## src/rtl/cmd_arb.sv

```systemverilog
// cmd_arb: grants the single command executor to the UART path or the tour sequencer.
// Optional tour abort by UART opcode F is compiled in with `define CMD_ARB_ABORT_EN.
module cmd_arb #(
  parameter logic [7:0] RESP_ACK   = 8'hA5,
  parameter logic [7:0] RESP_ABORT = 8'h5A
) (
  input  logic        clk,
  input  logic        rst_n,
  input  logic [15:0] uart_cmd,
  input  logic        uart_cmd_rdy,
  output logic        clr_uart_cmd_rdy,
  input  logic [15:0] tour_cmd,
  input  logic        tour_cmd_rdy,
  output logic        tour_ack,
  input  logic        tour_go,
  input  logic        tour_done,
  output logic        tour_active,
  output logic [15:0] cmd,
  output logic        cmd_rdy,
  input  logic        clr_cmd_rdy,
  input  logic        send_resp,
  output logic [7:0]  resp,
  output logic        resp_snd
);

  localparam int unsigned CMD_W  = 16;
  localparam int unsigned RESP_W = 8;
  localparam int unsigned OP_W   = 4;

  typedef enum logic [2:0] {
    IDLE   = 3'd0,
    GNT_U  = 3'd1,
    BUSY_U = 3'd2,
    GNT_T  = 3'd3,
    BUSY_T = 3'd4
  } state_t;

  state_t              state, state_nxt;
  logic [CMD_W-1:0]    cmd_nxt;
  logic [RESP_W-1:0]   resp_nxt;
  logic                cmd_rdy_nxt;
  logic                clr_uart_nxt;
  logic                tour_ack_nxt;
  logic                tour_active_nxt;
  logic                resp_snd_nxt;
  logic                resp_pend, resp_pend_nxt;
  logic                uart_done;
  logic                abort_req;
  logic                abort_fire;

  // UART abort opcode; the clr_uart_cmd_rdy term keeps the same request from being taken twice
`ifdef CMD_ARB_ABORT_EN
  assign abort_req = tour_active && !tour_done && uart_cmd_rdy && !clr_uart_cmd_rdy &&
                     (uart_cmd[CMD_W-1 -: OP_W] == OP_W'(4'hF));
`else
  assign abort_req = 1'b0;
`endif

  always_ff @(posedge clk or negedge rst_n) begin
    if (!rst_n) begin
      state            <= IDLE;
      cmd              <= '0;
      cmd_rdy          <= 1'b0;
      clr_uart_cmd_rdy <= 1'b0;
      tour_ack         <= 1'b0;
      tour_active      <= 1'b0;
      resp             <= '0;
      resp_snd         <= 1'b0;
      resp_pend        <= 1'b0;
    end else begin
      state            <= state_nxt;
      cmd              <= cmd_nxt;
      cmd_rdy          <= cmd_rdy_nxt;
      clr_uart_cmd_rdy <= clr_uart_nxt;
      tour_ack         <= tour_ack_nxt;
      tour_active      <= tour_active_nxt;
      resp             <= resp_nxt;
      resp_snd         <= resp_snd_nxt;
      resp_pend        <= resp_pend_nxt;
    end
  end

  always_comb begin
    state_nxt       = state;
    cmd_nxt         = cmd;
    cmd_rdy_nxt     = cmd_rdy;
    clr_uart_nxt    = 1'b0;
    tour_ack_nxt    = 1'b0;
    tour_active_nxt = tour_active;
    resp_nxt        = resp;
    resp_snd_nxt    = 1'b0;
    resp_pend_nxt   = 1'b0;
    uart_done       = 1'b0;
    abort_fire      = 1'b0;

    // tour_ack / clr_uart_cmd_rdy still high means the requester has not yet dropped its ready
    unique case (state)
      IDLE: begin
        if (tour_active && tour_cmd_rdy && !tour_ack) begin
          cmd_nxt     = tour_cmd;
          cmd_rdy_nxt = 1'b1;
          state_nxt   = GNT_T;
        end else if (!tour_active && uart_cmd_rdy && !clr_uart_cmd_rdy) begin
          cmd_nxt      = uart_cmd;
          cmd_rdy_nxt  = 1'b1;
          clr_uart_nxt = 1'b1;
          state_nxt    = GNT_U;
        end else if (abort_req) begin
          clr_uart_nxt = 1'b1;
          abort_fire   = 1'b1;
        end
      end
      GNT_U: begin
        if (clr_cmd_rdy) begin
          cmd_rdy_nxt = 1'b0;
          state_nxt   = BUSY_U;
        end
      end
      BUSY_U: begin
        if (send_resp) begin
          uart_done = 1'b1;
          state_nxt = IDLE;
        end
      end
      GNT_T: begin
        if (clr_cmd_rdy) begin
          cmd_rdy_nxt = 1'b0;
          state_nxt   = BUSY_T;
        end
      end
      BUSY_T: begin
        if (send_resp) begin
          tour_ack_nxt = 1'b1;
          state_nxt    = IDLE;
        end
      end
      default: state_nxt = IDLE;
    endcase

    if (tour_go) tour_active_nxt = 1'b1;
    if (tour_done || abort_fire) tour_active_nxt = 1'b0;

    // tour-level responses go first; a colliding UART ack is held one cycle
    if (tour_done) begin
      resp_snd_nxt  = 1'b1;
      resp_nxt      = RESP_ACK;
      resp_pend_nxt = uart_done || resp_pend;
    end else if (abort_fire) begin
      resp_snd_nxt  = 1'b1;
      resp_nxt      = RESP_ABORT;
      resp_pend_nxt = uart_done || resp_pend;
    end else if (uart_done || resp_pend) begin
      resp_snd_nxt = 1'b1;
      resp_nxt     = RESP_ACK;
    end
  end

endmodule

```

## config.mk

```make
export PLATFORM = sky130hd
export DESIGN_NAME = cmd_arb
export DESIGN_NICKNAME = d
export VERILOG_FILES = /design/src/rtl/cmd_arb.sv
export SDC_FILE = /design/constraint.sdc
export NUM_CORES = 1
export LEC_CHECK = 0
export ABC_AREA = 1
export BUFFER_PORTS_ARGS = -buffer_cell sky130_fd_sc_hd__buf_2
export CORE_ASPECT_RATIO = 1.4
export CORE_MARGIN = 2
export CORE_UTILIZATION = 25
export CTS_CLUSTER_DIAMETER = 150
export DETAILED_ROUTE_END_ITERATION = 8
export MAX_ROUTING_LAYER = met4
export PLACE_DENSITY_LB_ADDON = 0.08
export SKIP_LAST_GASP = 1
export SLEW_MARGIN = 20
export SYNTH_ARGS = -nofsm -noshare
export SYNTH_HDL_FRONTEND = slang
export SYNTH_SLANG_ARGS = --single-unit
```

## constraint.sdc

```tcl
create_clock -name clk -period 2.4 [get_ports clk]
set_input_delay 0.48 -clock clk [delete_from_list [all_inputs] [get_ports clk]]
set_output_delay 0.48 -clock clk [all_outputs]
set_load 0.1 [all_outputs]
```

After elaboration in Yosys (flattened, before gate mapping). Index checks and enable logic that the tools add are counted.

Eq/ne operators: 9. Reductions and logical operators: 18. Multiplexer cells: 25.

Operators by type and width (number): 16-bit two-way mux (2); 8-bit two-way mux (2); 3-bit two-way mux (5); 1-bit two-way mux (14); 3-bit case mux with 4 select lines (1); 2-bit nonzero test (4); 3-bit by 2-bit equality test with 1-bit output, second input constant (2); 1-bit logical AND (4); 2-bit by 1-bit inequality test with 1-bit output, second input constant (2); 2-bit inequality test, second input constant (2); 4-bit AND reduction (1); 2-bit OR reduction (2); 3-bit by 1-bit equality test with 1-bit output, second input constant (1); 3-bit equality test, second input constant (1); 1-bit logical NOT (3); 3-bit logical NOT (1); 3-bit inequality test, second input constant (1); 3-bit AND reduction (1); 1-bit case mux with 2 select lines (1); 2-bit AND reduction (1); 1-bit logical OR (1).

Output and inout bits: 29. Logic and storage cells: 61. Input bits: 40. Bits in registers: 33.

Depth between registers and ports, before layout.
Depth after elaboration: 6. Mapped depth: 9. Depth with buffers taken out: 8.

Worst setup path before layout. OpenSTA, ideal clock, no wires.

Path type: register to register. From: register tour_active. To: register cmd[10]. Arrival time: 1781 ps. Clock period less this slack: 1903 ps. Setup time: 122 ps. Cell stages (with the launch flop): 7. Path slack: 497 ps. Path buffers: 1. Required time: 2278 ps. Cells stage by stage: dfrtp_1 -> nand3b_4 -> a21oi_4 -> inv_2 -> buf_6 -> nand2_1 -> nand2_1.

Cells in the longest elaborated chain, start to end: 5. Elaborated cells between the ends (all ways): 8. Classes of those cells: mux: 1; reduce/logical: 7.

RTL lines: from (decl) (line 17) `output logic tour_active,`; from (signal assigned) (line 76) `tour_active <= tour_active_nxt;`; 1-bit logical NOT (line 103) `end else if (!tour_active && uart_cmd_rdy && !clr_uart_cmd_rdy) begin`; 1-bit logical AND (2 in a row) (line 103); 2-bit nonzero test (no line); 2-bit AND reduction (no line); to (signal assigned) (line 72) `cmd <= cmd_nxt;`; to (decl) (line 18) `output logic [15:0] cmd,`.

Parallel ways exist; a longest one is shown, timed or not. A chain may end at the register's enable or synchronous reset.

Worst setup path in the final report.
From: register tour_active. To: output tour_active.

No word-level cell between the ends.

==> impl_metrics.env <==
export IMPL_grt_pass1_vias=1162
export IMPL_dieHeight_um=91.0
export IMPL_post_cts_setup_buffer_count=0
export IMPL_status="finished, final reports clean"
export IMPL_die_w_um=66.1
export IMPL_fin_crit_sh=0.683
export IMPL_firstDrtPassIters=4
export IMPL_drv_cap=0
export IMPL_cts_made_buffers=3
export IMPL_required_ps=1920
export IMPL_clk_path_buf_depth=2
export IMPL_maxSlewViolCount=0
export IMPL_fmax_ghz=0.610
export IMPL_ant_nets=0
export IMPL_path_buf_inv=1
export IMPL_min_period_ps=1640
export IMPL_path_max_fanout=4
export IMPL_start_kind="flop"
export IMPL_io_buffers=64
export IMPL_syn_inst=178
export IMPL_drive_above_1_share=0.331
export IMPL_yosys_warnings=0
export IMPL_die_area_um2=6010
export IMPL_finalWorstSetupSlack_ps=760
export IMPL_netlist_area_leader_share=0.482
export IMPL_yosys_area_top_type="dfrtp_1"
export IMPL_cts_tree="built"
export IMPL_num_vias=1214
export IMPL_dpl_hpwl_um=2380
export IMPL_avgSynthCellArea_um2=7.58
export IMPL_fillers=595
export IMPL_cts_sinks=26
export IMPL_synth_cell_type_count=21
export IMPL_dpl_cell_area_um2=1700
export IMPL_rows=31
export IMPL_ys_ff_latch=26
export IMPL_rsz0062_at_grt="no"
export IMPL_most_common_layout_cells="nand2_1 (76), buf_2 (64), dfrtp_1 (26)"
export IMPL_seq_area_frac_synth=0.482
export IMPL_grt_max_degree=35
export IMPL_clk_pin_slew_ps=90
export IMPL_area_delta_synth_final_pct=29.7
export IMPL_synth_main_ff_cell="dfrtp_1"
export IMPL_finalSetupViolCount=0
export IMPL_cts_resized_gates=0
export IMPL_cts_root_buf="clkbuf_8"
export IMPL_synthTopCellsByArea="dfrtp_1 (48%), nand2_1 (21%), o21ai_0 (5.9%)"
export IMPL_finClkSkew_ps=3.40
export IMPL_crit_chain="buf_2"
export IMPL_clk_latency_ps=270
export IMPL_async_flop_share=1.00
export IMPL_critPathKind="reg2out"
export IMPL_wl_per_cell_um=10.3
export IMPL_htreeDepth=1
export IMPL_hold_class="in2async"
export IMPL_cp_top_family="buffers and inverters"
export IMPL_final_hold_violation_count=0
export IMPL_drt_wl_total_um=3150
export IMPL_place_congestion=0.709
export IMPL_antenna_found_initial=0
export IMPL_core_um2=5200
export IMPL_tightest_slew_ps=593
export IMPL_worstPathArrival_ps=1160
export IMPL_slowest_stage="buf_2"
export IMPL_final_area_um2=1750
export IMPL_cts_hold_buf=0
export IMPL_via_per_inst=3.98
export IMPL_drt_initial_drc_count=19
export IMPL_preCtsSetupSlack_ps=818
export IMPL_critPathMaxStageDelay_ps=460
export IMPL_num_antenna_cells=0
export IMPL_synth_enable_flop_cells=0
export IMPL_grt_pass1_wl_um=5290
export IMPL_initial_core_util=0.260
export IMPL_drcViolationCount=0
export IMPL_relSlewSlack=0.605
export IMPL_ios=69
export IMPL_final_common_cell="nand2_1"
export IMPL_grt_ovfl_total=0
export IMPL_cp_end_kind="primary output"
export IMPL_fin_setup_tns_ps=0
export IMPL_fin_nets=280
export IMPL_grt_use_total=0.115
export IMPL_synth_area_um2=1350
through the flow:
step	cells	hold slack [ps]	util
after floorplan	181	184	-
after global placement	301	451	0.326
after detailed placement	301	460	0.326
after CTS	305	229	0.337
after global routing	305	248	0.337
final	305	204	0.337
layout make-up:
class | instances | area (um^2) | share of cell area
sequential | 26 | 651 | 0.371
tap | 66 | 82.6 | 0.0471
clock buffer | 4 | 55.1 | 0.0314
timing repair buffer | 66 | 335 | 0.191
multi-input combinational | 118 | 534 | 0.305
inverter | 25 | 93.8 | 0.0536
path summary, 6_finish.rpt:
| path | from | endpoint | slack, ps | cells after the start |
|---|---|---|---|---|
| min | rst_n | cmd[2] | 200 | 1 |
| max | tour_active | tour_active | 760 | 1 |
| min in group clk | tour_done | tour_active | 380 | 2 |
| max in group asynchronous | rst_n | cmd_rdy | 1810 | 1 |
| min reg2reg | cmd[5] | cmd[5] | 480 | 2 |
| max reg2reg | state[1] | cmd[11] | 900 | 9 |
registers in the layout, summed over array words and instances (netlist names):
name,count
state,3
tour_active,1
cmd_rdy,1
resp_snd,1
clr_uart_cmd_rdy,1
cmd,16
tour_ack,1
resp_pend,1
resp,1
layer usage:
metal	wire, um	global-route usage	vias up
li1	-	-	650
met1	1340	0.141	519
met2	1560	0.187	43
met3	214	0.0186	2
met4	29	0.0459	0
met5	0	-	-
cells by family (layout without fill, tap and decap cells):
family	count (synthesis)	after routing	synth area share
AOI/OAI and AO/OA	19	19	0.0806
DFF	26	26	0.482
and+or+nand+nor	95	95	0.304
buffers and inverters	37	95	0.131
other	1	4	0.00278
synthesized netlist by cell type (2+ instances only):
master / number
buf_4: 8
clkbuf_1: 3
dfrtp_1: 26
inv_1: 21
inv_2: 4
nand2_1: 76
nand3_1: 3
nand3b_1: 3
nand4_1: 3
nor2_1: 4
nor3_1: 2
o21ai_0: 16
Power is not shown: default switching activity piles up to over one toggle a cycle in this logic, so the estimate is an artifact.
